$ cat config.mk
export PLATFORM = sky130hd
export DESIGN_NAME = trace_player
export DESIGN_NICKNAME = d
export VERILOG_FILES = /design/src/rtl/trace_player.sv
export SDC_FILE = /design/constraint.sdc
export NUM_CORES = 1
export LEC_CHECK = 0
export CORE_MARGIN = 2
export CORE_UTILIZATION = 45
export DETAILED_ROUTE_END_ITERATION = 12
export GPL_TIMING_DRIVEN = 0
export PLACE_DENSITY = 0.74
export SLEW_MARGIN = 25
export SYNTH_ARGS = -nofsm -noshare
export SYNTH_HDL_FRONTEND = slang
export SYNTH_SLANG_ARGS = --single-unit
$ cat constraint.sdc
create_clock -name clock -period 2.25 [get_ports clock]
set_clock_uncertainty 0.15 [all_clocks]
set_input_delay 0.3375 -clock clock [delete_from_list [all_inputs] [get_ports clock]]
set_output_delay 0.3375 -clock clock [all_outputs]
set_load 0.05 [all_outputs]
$ cat src/rtl/trace_player.sv
// -----------------------------------------------------------------------------
// trace_player
//   Plays back a small stored pattern of lane values, one step per clock.
//   The pattern memory is written through the cfg_* port while the player is
//   idle or done; playback runs steps 0..len once, or repeatedly when loop_en
//   is set at start, and can be paused or stopped at any time.
//
// Parameters
//   DEPTH    number of pattern steps (power of two, >= 2)
//   LANES    number of output lanes (lane 0 = A, 1 = B, 2 = C, 3 = D)
//
// Ports
//   clock    sole clock, rising edge
//   resetn   asynchronous active-low reset
//   cfg_we   pattern write strobe
//   cfg_addr pattern step index to write
//   cfg_data lane values for that step
//   start    begin playback (ignored while playing)
//   stop     abort playback and return to idle (highest priority)
//   pause    hold the current step while high
//   loop_en  restart at step 0 after the last step
//   len      index of the last step to play
//   lanes    registered lane outputs
//   step     index of the step currently driven
//   busy     high in RUN or PAUSE
//   done     high in DONE
//   cfg_err  one-cycle pulse after a write attempted during playback
//   loops    completed passes since the last start, saturating at 255
// -----------------------------------------------------------------------------
module trace_player #(
    parameter  int DEPTH = 32,
    parameter  int LANES = 4,
    localparam int AW    = $clog2(DEPTH)
) (
    input  logic             clock,
    input  logic             resetn,
    input  logic             cfg_we,
    input  logic [AW-1:0]    cfg_addr,
    input  logic [LANES-1:0] cfg_data,
    input  logic             start,
    input  logic             stop,
    input  logic             pause,
    input  logic             loop_en,
    input  logic [AW-1:0]    len,
    output logic [LANES-1:0] lanes,
    output logic [AW-1:0]    step,
    output logic             busy,
    output logic             done,
    output logic             cfg_err,
    output logic [7:0]       loops
);

    typedef enum logic [1:0] {
        IDLE  = 2'd0,
        RUN   = 2'd1,
        PAUSE = 2'd2,
        DONE  = 2'd3
    } state_t;

    state_t           state;
    logic [AW-1:0]    len_q;
    logic             loop_q;
    logic [LANES-1:0] mem [DEPTH];

    logic             stopped;
    logic             write_ok;
    logic [AW-1:0]    step_inc;
    logic [7:0]       loops_inc;
    logic [LANES-1:0] first_lanes;

    // The pattern is only writable while nothing is being played.
    assign stopped   = (state == IDLE) || (state == DONE);
    assign write_ok  = cfg_we && stopped;
    assign step_inc  = step + AW'(1);
    assign loops_inc = (loops == 8'hFF) ? loops : loops + 8'd1;

    // Write-first bypass: a write to step 0 in the same cycle as start must
    // be the first value played, before the memory itself has updated.
    assign first_lanes = (write_ok && (cfg_addr == '0)) ? cfg_data : mem[0];

    assign busy = (state == RUN) || (state == PAUSE);
    assign done = (state == DONE);

    // Pattern memory.
    // NOTE: every entry is cleared by reset so a start before any write
    // plays a known all-zero pattern; this keeps the store as flops, not RAM.
    always_ff @(posedge clock or negedge resetn) begin
        if (!resetn) begin
            for (int i = 0; i < DEPTH; i++) begin
                mem[i] <= '0;
            end
        end else if (write_ok) begin
            mem[cfg_addr] <= cfg_data;
        end
    end

    // Playback state machine with registered outputs.
    // NOTE: all state here uses non-blocking assignments so every branch
    // reads the pre-edge values of step, loops and state.
    always_ff @(posedge clock or negedge resetn) begin
        if (!resetn) begin
            state   <= IDLE;
            lanes   <= '0;
            step    <= '0;
            loops   <= '0;
            cfg_err <= 1'b0;
            len_q   <= '0;
            loop_q  <= 1'b0;
        end else begin
            cfg_err <= cfg_we && !stopped;

            if (stop) begin
                // Abort is not a completed pass, so loops is left alone.
                state <= IDLE;
                lanes <= '0;
                step  <= '0;
            end else begin
                case (state)
                    IDLE, DONE: begin
                        if (start) begin
                            state  <= RUN;
                            step   <= '0;
                            lanes  <= first_lanes;
                            loops  <= '0;
                            len_q  <= len;
                            loop_q <= loop_en;
                        end
                    end

                    RUN: begin
                        if (pause) begin
                            state <= PAUSE;
                        end else if (step < len_q) begin
                            step  <= step_inc;
                            lanes <= mem[step_inc];
                        end else if (loop_q) begin
                            step  <= '0;
                            lanes <= mem[0];
                            loops <= loops_inc;
                        end else begin
                            state <= DONE;
                            step  <= '0;
                            lanes <= '0;
                            loops <= loops_inc;
                        end
                    end

                    PAUSE: begin
                        // Returning to RUN holds the step one more cycle.
                        if (!pause) begin
                            state <= RUN;
                        end
                    end

                    default: state <= IDLE;
                endcase
            end
        end
    end

endmodule
[Word-level counts from Yosys, hierarchy flattened]
Index checks and enable logic that the tools add are counted.
Cells by class
  add/sub/neg operators: 2
  magnitude comparators: 4
  eq/ne operators: 13
  mux-type cells: 30
  bitwise logic cells: 3
  reductions and logical operators: 16
Operators by type and width (number)
  128-bit bitwise mux: 1
  4-bit 2-to-1 mux: 9
  8-bit 2-to-1 mux: 4
  4-bit binary-select mux with 5-bit select: 1
  4-bit demux with 5-bit select: 1
  5-bit 2-to-1 mux: 4
  8-bit one-hot mux with 2 select lines: 1
  6-bit >= comparator, second input constant: 2
  2-bit 2-to-1 mux: 6
  5-bit NOT with 6-bit output: 2
  5-bit one-hot mux with 2 select lines: 1
  3-bit inequality test, second input constant: 3
  8-bit by 1-bit adder with 8-bit output, second input constant: 1
  8-bit equality test, second input constant: 1
  2-bit inequality test, second input constant: 4
  4-bit inequality test, second input constant: 2
  4-bit one-hot mux with 2 select lines: 1
  6-bit by 1-bit less-than comparator with 1-bit output, second input constant: 1
  2-bit one-hot mux with 3 select lines: 1
  3-bit AND reduction: 2
  6-bit AND reduction: 1
  5-bit by 1-bit adder with 5-bit output, second input constant: 1
  5-bit logical NOT: 1
  5-bit less-than comparator: 1
  11 further kinds: 16
Word-level totals
  register bits: 154
  output and inout port bits: 20
  word-level logic and storage cells: 107

[Depth between registers and ports, before layout]
Gate-level depths: netlist (run 1).
  word-level depth: 9
  mapped depth: 9

[Worst setup path after synthesis (run 1)]
No wires, ideal clock.
  path type: register to register
  start: register step[1]
  end: register lanes[3]
  data arrival time: 2374 ps
  required time: 1974 ps
  path slack: -401 ps
  cell stages (with the launch flop): 9
  cells stage by stage: dfrtp_1 ha_1 clkbuf_1 buf_2 mux4_1 and2_1 a211oi_1 a311oi_1 a221o_1
On the way
  longest elaborated chain between the ends: 9
  elaborated cells on any way between the ends: 10
  those cells by class: add/sub: 1; order compare: 1; mux: 7; bitwise: 1
RTL lines
  start, declared: line 46  | output logic [AW-1:0] step,
  start signal, assigned: line 134  | step <= step_inc;
  5-bit by 1-bit adder with 5-bit output: line 74  | assign step_inc = step + AW'(1);
  5-bit NOT with 6-bit output (implied by the code): line 135  | lanes <= mem[step_inc];
  4-bit binary-select mux with 5-bit select: line 135
  4-bit 2-to-1 mux (implied by the code) (2 in a row): line 135
  4-bit 2-to-1 mux (*): line 133  | end else if (step < len_q) begin
  4-bit 2-to-1 mux (*): line 131  | if (pause) begin
  4-bit one-hot mux with 2 select lines (*): line 118  | case (state)
  4-bit 2-to-1 mux (*): line 112  | if (stop) begin
  end signal, assigned: line 123  | lanes <= first_lanes;
  end signal, assigned: line 135
  end signal, assigned: line 138  | lanes <= mem[0];
  end, declared: line 45  | output logic [LANES-1:0] lanes,
Every way passes the cells marked *; elsewhere a longest branch is shown, timed or not. The select of a mux whose other input is x is not followed.
A chain may end at the register's enable or synchronous reset.

[Worst setup path after layout (run 1)]
  start: register state[0]
  end: register mem[114] (netlist bit)
On the way
  longest elaborated chain between the ends: 3
  elaborated cells on any way between the ends: 4
  those cells by class: eq/ne: 1; reduce/logical: 3
RTL lines
  start, declared: line 60  | state_t state;
  start signal, assigned: line 102  | state <= IDLE;
  start signal, assigned: line 114  | state <= IDLE;
  start signal, assigned: line 121  | state <= RUN;
  2-bit equality test or 2-bit logical NOT (tied branches): line 72  | assign stopped = (state == IDLE) || (state == DONE);
  1-bit logical OR (*): line 72
  1-bit logical AND (*): line 73  | assign write_ok = cfg_we && stopped;
  end signal, assigned by index: line 93  | mem[cfg_addr] <= cfg_data;
  end, declared: line 63  | logic [LANES-1:0] mem [DEPTH];
Every way passes the cells marked *; elsewhere a longest branch is shown, timed or not.

==> impl_metrics.xml, run 1 <==
<?xml version="1.0" encoding="UTF-8"?>
<metrics>
  <group name="run_status">
    <metric name="status" unit="">finished with violations</metric>
    <metric name="violations" unit="">negative setup slack</metric>
  </group>
  <group name="timing">
    <metric name="setup_repair_after_global_routing_missed_its_margin" unit="">true</metric>
    <metric name="layout_setup_ws" unit="ns">-0.125</metric>
    <metric name="final_hold_viol_count" unit="">0</metric>
    <metric name="final_max_slew_viols" unit="">0</metric>
    <metric name="fin_crit_sh" unit="%">106</metric>
    <metric name="period_minus_slack" unit="ns">2.38</metric>
    <metric name="timing.final.setup_violations" unit="">9</metric>
    <metric name="worstMarginPinSlew" unit="ns">0.563</metric>
    <metric name="fin_tns_setup" unit="ns">-0.935</metric>
    <metric name="worst_slew_slack_as_a_fraction_of_its_limit" unit="%">62.5</metric>
    <metric name="achievable-frequency" unit="MHz">421</metric>
  </group>
  <group name="floorplan">
    <metric name="die_height" unit="µm">135</metric>
    <metric name="die_area" unit="mm²">0.0182</metric>
    <metric name="rows" unit="">47</metric>
    <metric name="floorplan.die.width" unit="µm">135</metric>
    <metric name="initial_utilization" unit="%">46.2</metric>
    <metric name="total_core_area" unit="mm²">0.0167</metric>
    <metric name="floorplan.io_pins" unit="">41</metric>
  </group>
  <group name="power">
    <metric name="p_sw_share" unit="%">30.0</metric>
    <metric name="total_leakage_power" unit="nW">4.21</metric>
    <metric name="worst_ir_drop_vdd" unit="µV">579</metric>
    <metric name="internal_power" unit="mW">6.62</metric>
    <metric name="total_switching_power" unit="mW">2.83</metric>
    <metric name="comb_power_share" unit="%">29.5</metric>
    <metric name="pwr-share-clk" unit="%">30.0</metric>
    <metric name="power_per_cell_area" unit="mW/mm²">970</metric>
    <metric name="power.share.sequential" unit="%">40.5</metric>
    <metric name="totalPowerFinal" unit="mW">9.46</metric>
  </group>
  <group name="setup_path">
    <metric name="worst_r2r_startpoint" unit="">state[0]</metric>
    <metric name="critical-path-top-cell-by-count" unit="">buf_6</metric>
    <metric name="timing.critical_path.arrival" unit="ns">2.54</metric>
    <metric name="cp_slowest_stage_delay" unit="ns">0.43</metric>
    <metric name="path_class" unit="">register to register</metric>
    <metric name="cells_traversed_along_the_worst_timing_path" unit="">inv_2 &gt; ha_4 &gt; buf_6 &gt; buf_6 &gt; nand4_1 &gt; buf_6 &gt; nor4_4 &gt; buf_4 &gt; mux2_4</metric>
    <metric name="r2r_setup_slack" unit="ns">-0.13</metric>
    <metric name="crit_slowest_cell" unit="">dfrtp_1</metric>
    <metric name="end_kind" unit="">register</metric>
    <metric name="cp_data_required_time" unit="ns">2.41</metric>
    <metric name="worst_r2r_endpoint" unit="">mem[114]</metric>
    <metric name="reg2reg_depth" unit="">9</metric>
    <metric name="critical_path.startpoint_type" unit="">register</metric>
    <metric name="crit_fanout" unit="">6</metric>
  </group>
  <group name="placement">
    <metric name="dpl-instance-area" unit="mm²">0.00843</metric>
    <metric name="pre_cts_slack" unit="ns">-0.599</metric>
    <metric name="port_buffers" unit="">37</metric>
    <metric name="dpl.hpwl" unit="mm">12.8</metric>
    <metric name="finalWeightedCongestion" unit="">0.884</metric>
  </group>
  <group name="grt">
    <metric name="grt_start_max_net_pins" unit="">82</metric>
    <metric name="globalRoute.totalOverflow" unit="">0</metric>
    <metric name="grt.total_usage" unit="%">21.6</metric>
    <metric name="grt_pass1_wl" unit="mm">29.9</metric>
    <metric name="first_global_vias" unit="">5400</metric>
    <metric name="antenna_violations_before_repair" unit="">0</metric>
  </group>
  <group name="yosys">
    <metric name="netlist_area" unit="mm²">0.00772</metric>
    <metric name="synth.ff_latch_count" unit="">154</metric>
    <metric name="yosys.area_share.xor_xnor" unit="%">0.811</metric>
    <metric name="synth_common_cells" unit="">dfrtp_1 (154), mux2_2 (134), nand2_1 (46)</metric>
    <metric name="most_used_flip_flop_cell_after_synthesis" unit="">dfrtp_1</metric>
    <metric name="synth-compound-area-share" unit="%">6.63</metric>
    <metric name="synth_mux_area_share" unit="%">30.2</metric>
    <metric name="yosysSeqAreaShare" unit="%">49.9</metric>
    <metric name="synth_enable_flop_cells" unit="">0</metric>
    <metric name="post_synth_and_or_nand_nor_area_fraction" unit="%">8.12</metric>
    <metric name="ys.warnings.count" unit="">0</metric>
    <metric name="syn_nets" unit="">597</metric>
    <metric name="largest_family_of_logic_cells_by_synthesized_area" unit="">multiplexers</metric>
    <metric name="postSynthCellCount" unit="">567</metric>
    <metric name="top_area_cell_type_share_of_the_netlist_area" unit="%">49.9</metric>
    <metric name="yosysMostFrequentCell" unit="">dfrtp_1</metric>
    <metric name="post_synth_num_cell_types" unit="">63</metric>
    <metric name="asyncSetResetFlopFracSynth" unit="%">100</metric>
    <metric name="synth-adder-area-share" unit="%">1.46</metric>
    <metric name="synth.top_cells.by_area" unit="">dfrtp_1 (50%), mux2_2 (20%), mux4_2 (6.1%), mux4_1 (3.4%), nand2_1 (2.2%)</metric>
    <metric name="syn_area_per_cell" unit="µm²">13.6</metric>
    <metric name="post-synth-top-area-cell" unit="">dfrtp_1</metric>
  </group>
  <group name="job">
    <metric name="max_cap_violations" unit="">0</metric>
  </group>
  <group name="cells_and_area">
    <metric name="final_layout_size_suffix_gt1_share" unit="%">47.9</metric>
    <metric name="area_delta_synth_final" unit="%">26.3</metric>
    <metric name="final_net_count" unit="">691</metric>
    <metric name="insertedDiodeCount" unit="">0</metric>
    <metric name="finalInstanceArea" unit="mm²">0.00975</metric>
  </group>
  <group name="min_path">
    <metric name="worstHoldStart" unit="">cfg_addr[4]</metric>
    <metric name="timing.hold.worst.class" unit="">input port to register</metric>
    <metric name="hold-path-endpoint" unit="">mem[115]</metric>
    <metric name="hold_depth" unit="">4</metric>
  </group>
  <group name="clock_network">
    <metric name="cts_sinks" unit="">154</metric>
    <metric name="cts.root.buffer_cell" unit="">clkbuf_16</metric>
    <metric name="clock_latency" unit="ns">0.43</metric>
    <metric name="tritoncts" unit="">done</metric>
    <metric name="cts_made_buffers" unit="">17</metric>
    <metric name="cts_buffer_depth" unit="">2</metric>
    <metric name="htreeDepth" unit="">4</metric>
    <metric name="clock_pin_slew_on_the_worst_setup_and_hold_paths" unit="ns">0.06</metric>
  </group>
  <group name="detailed_routing">
    <metric name="route.detailed.vias_per_inst" unit="">5.90</metric>
    <metric name="drcViolationCount" unit="">0</metric>
    <metric name="detailedRoute.firstPassIterationCount" unit="">5</metric>
    <metric name="drtAntennaViolNets" unit="">0</metric>
    <metric name="avgRoutedWirePerCell" unit="µm">21.2</metric>
    <metric name="detail_route.wirelength" unit="mm">19.0</metric>
    <metric name="routed-via-count" unit="">5273</metric>
    <metric name="drt-initial-drc-count" unit="">378</metric>
  </group>
</metrics>
through the flow:
| step | std cells | utilization, % | hold WS (ns) |
|---|---|---|---|
| 2_1_floorplan | 567 | - | -0.108 |
| 3_3_place_gp | 824 | 50.3 | 0.329 |
| 3_5_place_dp | 825 | 50.5 | 0.189 |
| 4_1_cts | 877 | 55.9 | 0.195 |
| 5_1_grt | 894 | 58.4 | 0.309 |
| 6_report | 894 | 58.4 | 0.314 |
routing by layer:
layer	routed length [µm]	vias up	track usage, %
met4	537	0	9.32
met1	7980	2704	28.5
met3	1060	51	4.65
met2	9400	202	34.8
met5	0	-	0
li1	-	2316	-
flip-flops by register name, summed over array words and instances, names as in the netlist:
signal	cells
state	2
mem	128
loop_q	1
lanes	4
cfg_err	1
step	5
len_q	5
loops	8
logic make-up (layout without fill, tap and decap cells):
| logic type | Yosys count | in the layout |
|---|---|---|
| mux | 172 | 172 |
| flops | 154 | 154 |
| simple gates | 125 | 125 |
| compound gates | 61 | 61 |
| buf+inv | 41 | 148 |
| fa+ha+maj | 9 | 9 |
| xor+xnor | 5 | 5 |
worst max-delay path: cells and delay by family (launching register included):
| kind | cells | cell delay, ns |
|---|---|---|
| buffers and inverters | 5 | 0.69 |
| DFF | 1 | 0.43 |
| and+or+nand+nor | 2 | 0.36 |
| adders and majority gates | 1 | 0.32 |
| muxes | 1 | 0.30 |
cell usage in the layout, fill, tap and decap left out, types with 6 or more instances in the layout:
cell type        instances
nand3b_1                 6
clkinvlp_4               6
ha_1                     6
nor2_1                   9
nand3_1                  7
dfrtp_1                151
clkbuf_1                12
buf_4                   30
clkbuf_16               17
mux4_2                  29
mux2_2                 125
a22o_1                   6
nor2_4                   7
buf_6                   12
mux2_4                   9
nand2_1                 44
clkdlybuf4s50_1         29
buf_12                   6
nor2_2                  12
timing repair:
item                                   4_1_cts  5_1_grt
setup endpoints to repair                  128       88
resized for setup                           59       76
setup buffers                               20       17
pin swaps                                   13       24
hold buffers                                 1        0
endpoints found under the hold margin       73        0
gates cloned                                 0        0
layout make-up:
type                       instances  area, µm²
inverter                           8       30.0
buffer                            32        268
multi-input combinational        372       3970
clock inverter                    11        120
fill                            1249       6950
tap                              220        275
clock buffer                      21        470
sequential                       154       3860
timing repair buffer              76        752
how the worst max path moves through the flow:
stage / depth (start not counted) / to / start
4_1_cts: 7 / lanes[2] / step[0]
3_3_place_gp: 1 / step[1] / resetn
5_1_grt: 9 / mem[114] / state[0]
3_5_place_dp: 4 / mem[115] / cfg_addr[1]
6_report: 9 / mem[114] / state[0]
2_1_floorplan: 8 / lanes[3] / step[1]
power by group through the flow:
stage / Sequential [mW] / Combinational (mW) / Clock, mW
detailed placement: 3.85 / 2.31 / 0
global placement: 3.80 / 2.24 / 0
finish: 3.83 / 2.79 / 2.84
global route: 3.90 / 2.96 / 3.01
floorplan: 3.89 / 1.52 / 0
CTS: 3.81 / 2.53 / 2.88
Power figures use the tool's default switching activity.
==> run 2: changes to the inputs <==
CORE_UTILIZATION = 54   (was 45)
PLACE_DENSITY = 0.85   (was 0.74)
REMOVE_ABC_BUFFERS = 1   (was not set)
==> impl_metrics.xml, run 2 (synthesized netlist as in run 1, its figures left out) <==
<?xml version="1.0" encoding="UTF-8"?>
<metrics>
  <group name="setup_path">
    <metric name="worst_r2r_endpoint" unit="">lanes[3]</metric>
    <metric name="crit_fanout" unit="">5</metric>
    <metric name="cp_slowest_stage_delay" unit="ns">0.50</metric>
    <metric name="crit_slowest_cell" unit="">dfrtp_4</metric>
    <metric name="cells_traversed_along_the_worst_timing_path" unit="">buf_16 &gt; ha_4 &gt; buf_8 &gt; buf_12 &gt; mux4_4 &gt; nand2_2 &gt; a32o_1 &gt; a311oi_2 &gt; a221o_1</metric>
    <metric name="end_kind" unit="">register</metric>
    <metric name="reg2reg_depth" unit="">9</metric>
    <metric name="cp_data_required_time" unit="ns">2.40</metric>
    <metric name="path_class" unit="">register to register</metric>
    <metric name="worst_r2r_startpoint" unit="">step[0]</metric>
    <metric name="timing.critical_path.arrival" unit="ns">2.73</metric>
    <metric name="critical_path.startpoint_type" unit="">register</metric>
    <metric name="r2r_setup_slack" unit="ns">-0.33</metric>
  </group>
  <group name="cells_and_area">
    <metric name="final_layout_size_suffix_gt1_share" unit="%">46.8</metric>
    <metric name="layout.cells.most_common" unit="">dfrtp_1</metric>
    <metric name="final_net_count" unit="">665</metric>
    <metric name="final_util" unit="%">68.4</metric>
    <metric name="insertedDiodeCount" unit="">0</metric>
    <metric name="mostFrequentLayoutCells" unit="">dfrtp_1 (150), mux2_2 (134), nand2_1 (42), clkdlybuf4s50_1 (26)</metric>
    <metric name="fillerInstances" unit="">870</metric>
    <metric name="largest_register_ffs" unit="">128</metric>
    <metric name="reg.largest.list" unit="">mem: 128 flops, loops: 8 flops</metric>
    <metric name="area_delta_synth_final" unit="%">23.5</metric>
    <metric name="max_flop_register" unit="">mem</metric>
  </group>
  <group name="power">
    <metric name="pwr-share-clk" unit="%">30.1</metric>
    <metric name="worst_ir_drop_vdd" unit="µV">615</metric>
    <metric name="power_per_cell_area" unit="mW/mm²">992</metric>
    <metric name="internal_power" unit="mW">6.60</metric>
    <metric name="total_switching_power" unit="mW">2.86</metric>
    <metric name="power.share.sequential" unit="%">40.6</metric>
    <metric name="total_leakage_power" unit="nW">4.14</metric>
    <metric name="p_sw_share" unit="%">30.2</metric>
    <metric name="comb_power_share" unit="%">29.3</metric>
  </group>
  <group name="timing">
    <metric name="layout_setup_ws" unit="ns">-0.334</metric>
    <metric name="worstMarginPinSlew" unit="ns">0.599</metric>
    <metric name="fin_tns_setup" unit="ns">-1.25</metric>
    <metric name="setup_repair_after_global_routing_missed_its_margin" unit="">true</metric>
    <metric name="final_hold_viol_count" unit="">0</metric>
    <metric name="fin_hold_ws" unit="ns">0.323</metric>
    <metric name="final_max_slew_viols" unit="">0</metric>
    <metric name="fin_crit_sh" unit="%">115</metric>
    <metric name="timing.final.setup_violations" unit="">8</metric>
    <metric name="period_minus_slack" unit="ns">2.58</metric>
    <metric name="achievable-frequency" unit="MHz">387</metric>
    <metric name="worst_slew_slack_as_a_fraction_of_its_limit" unit="%">60.1</metric>
  </group>
  <group name="grt">
    <metric name="grt_pass1_wl" unit="mm">30.1</metric>
    <metric name="first_global_vias" unit="">5648</metric>
    <metric name="grt.total_usage" unit="%">26.8</metric>
    <metric name="grt_start_max_net_pins" unit="">85</metric>
    <metric name="globalRoute.totalOverflow" unit="">0</metric>
    <metric name="antenna_violations_before_repair" unit="">0</metric>
  </group>
  <group name="clock_network">
    <metric name="clock_pin_slew_on_the_worst_setup_and_hold_paths" unit="ns">0.06</metric>
    <metric name="cts_made_buffers" unit="">17</metric>
    <metric name="cts_buffer_depth" unit="">2</metric>
    <metric name="clock_latency" unit="ns">0.43</metric>
    <metric name="cts.root.buffer_cell" unit="">clkbuf_16</metric>
    <metric name="cts_sinks" unit="">154</metric>
    <metric name="htreeDepth" unit="">4</metric>
    <metric name="tritoncts" unit="">done</metric>
  </group>
  <group name="floorplan">
    <metric name="die_height" unit="µm">124</metric>
    <metric name="total_core_area" unit="mm²">0.0139</metric>
    <metric name="floorplan.io_pins" unit="">41</metric>
    <metric name="rows" unit="">43</metric>
    <metric name="floorplan.die.width" unit="µm">124</metric>
    <metric name="die_area" unit="mm²">0.0153</metric>
    <metric name="initial_utilization" unit="%">55.4</metric>
  </group>
  <group name="placement">
    <metric name="finalWeightedCongestion" unit="">0.831</metric>
    <metric name="dpl.hpwl" unit="mm">11.3</metric>
    <metric name="port_buffers" unit="">40</metric>
  </group>
  <group name="job">
    <metric name="max_cap_violations" unit="">0</metric>
  </group>
  <group name="run_status">
    <metric name="status" unit="">finished with violations</metric>
    <metric name="violations" unit="">negative setup slack</metric>
  </group>
  <group name="detailed_routing">
    <metric name="routed-via-count" unit="">5402</metric>
    <metric name="detailedRoute.firstPassIterationCount" unit="">6</metric>
    <metric name="detail_route.wirelength" unit="mm">19.7</metric>
    <metric name="avgRoutedWirePerCell" unit="µm">23.8</metric>
    <metric name="route.detailed.vias_per_inst" unit="">6.52</metric>
    <metric name="drcViolationCount" unit="">0</metric>
    <metric name="drt-initial-drc-count" unit="">492</metric>
    <metric name="drtAntennaViolNets" unit="">0</metric>
  </group>
  <group name="min_path">
    <metric name="timing.hold.worst.class" unit="">input port to asynchronous set/reset pin</metric>
  </group>
</metrics>
## run 2: cell count changes in the layout (fill, tap and decap cells not counted), moves of 5 or more
cell / delta
mux2_4: -9
mux2_2: +9
buf_4: -5
clkbuf_1: -11
buf_6: -9
## run 2: final cells by class
class | count | area, µm² | area share (%)
multi-input cells | 372 | 3930 | 41.2
flip-flops and latches | 154 | 3860 | 40.5
repair buffers | 82 | 895 | 9.39
clock buffers | 21 | 470 | 4.94
well taps | 180 | 225 | 2.36
clock inverters | 11 | 120 | 1.26
inverters | 8 | 30.0 | 0.315
## run 2: worst max path at each step
stage / start / to / slack (ns) / cells past startpoint
final: step[0] / lanes[3] / -0.33 / 9
after global routing: step[0] / lanes[3] / -0.38 / 9
after CTS: step[0] / lanes[3] / -0.28 / 9
after detailed placement: step[0] / lanes[1] / -1.11 / 7
after global placement: resetn / mem[1] / -5.02 / 1
after floorplan: step[0] / lanes[3] / -1.81 / 6
## run 2: metal layers
metal / track usage, % / routed length, µm / up-vias
li1: - / - / 2253
met1: 33.3 / 7480 / 2794
met2: 44.6 / 10100 / 280
met3: 6.96 / 1370 / 75
met4: 11.0 / 724 / 0
met5: 0 / 0 / -
## run 2: stage by stage
step           instance area [µm²]  setup slack, ns  total power, mW  cells
5_1_grt                       9530           -0.378             9.84    828
4_1_cts                       9350           -0.276             9.26    818
2_1_floorplan                 7530            -1.81             5.31    534
3_5_place_dp                  8220            -1.11             6.06    756
6_report                      9530           -0.334             9.45    828
3_3_place_gp                  8150            -5.02             5.87    754
## run 2: power groups by stage
stage	clock network, mW	registers, mW	logic, mW
after global routing	3.00	3.91	2.93
after floorplan	0	3.93	1.38
after detailed placement	0	3.85	2.21
after CTS	2.86	3.81	2.59
after global placement	0	3.84	2.03
final	2.85	3.84	2.77
## run 2: repair_timing
| item | in CTS | in global routing |
|---|---|---|
| gates resized for setup | 59 | 36 |
| hold endpoints to repair | 70 | 0 |
| endpoints found under the setup margin | 138 | 76 |
| buffers inserted | 27 | 10 |
| gates cloned | 2 | 0 |
| hold buffers | 1 | 0 |
| pin swaps | 11 | 12 |
## run 2: critical path: cells and delay by family (launching register included)
family | cells | cell delay [ns]
adder cells (fa/ha/maj) | 1 | 0.29
AND/OR/NAND/NOR | 1 | 0.09
AO/OA/AOI/OAI | 3 | 0.62
flip-flops | 1 | 0.50
buffers and inverters | 3 | 0.40
multiplexers | 1 | 0.41
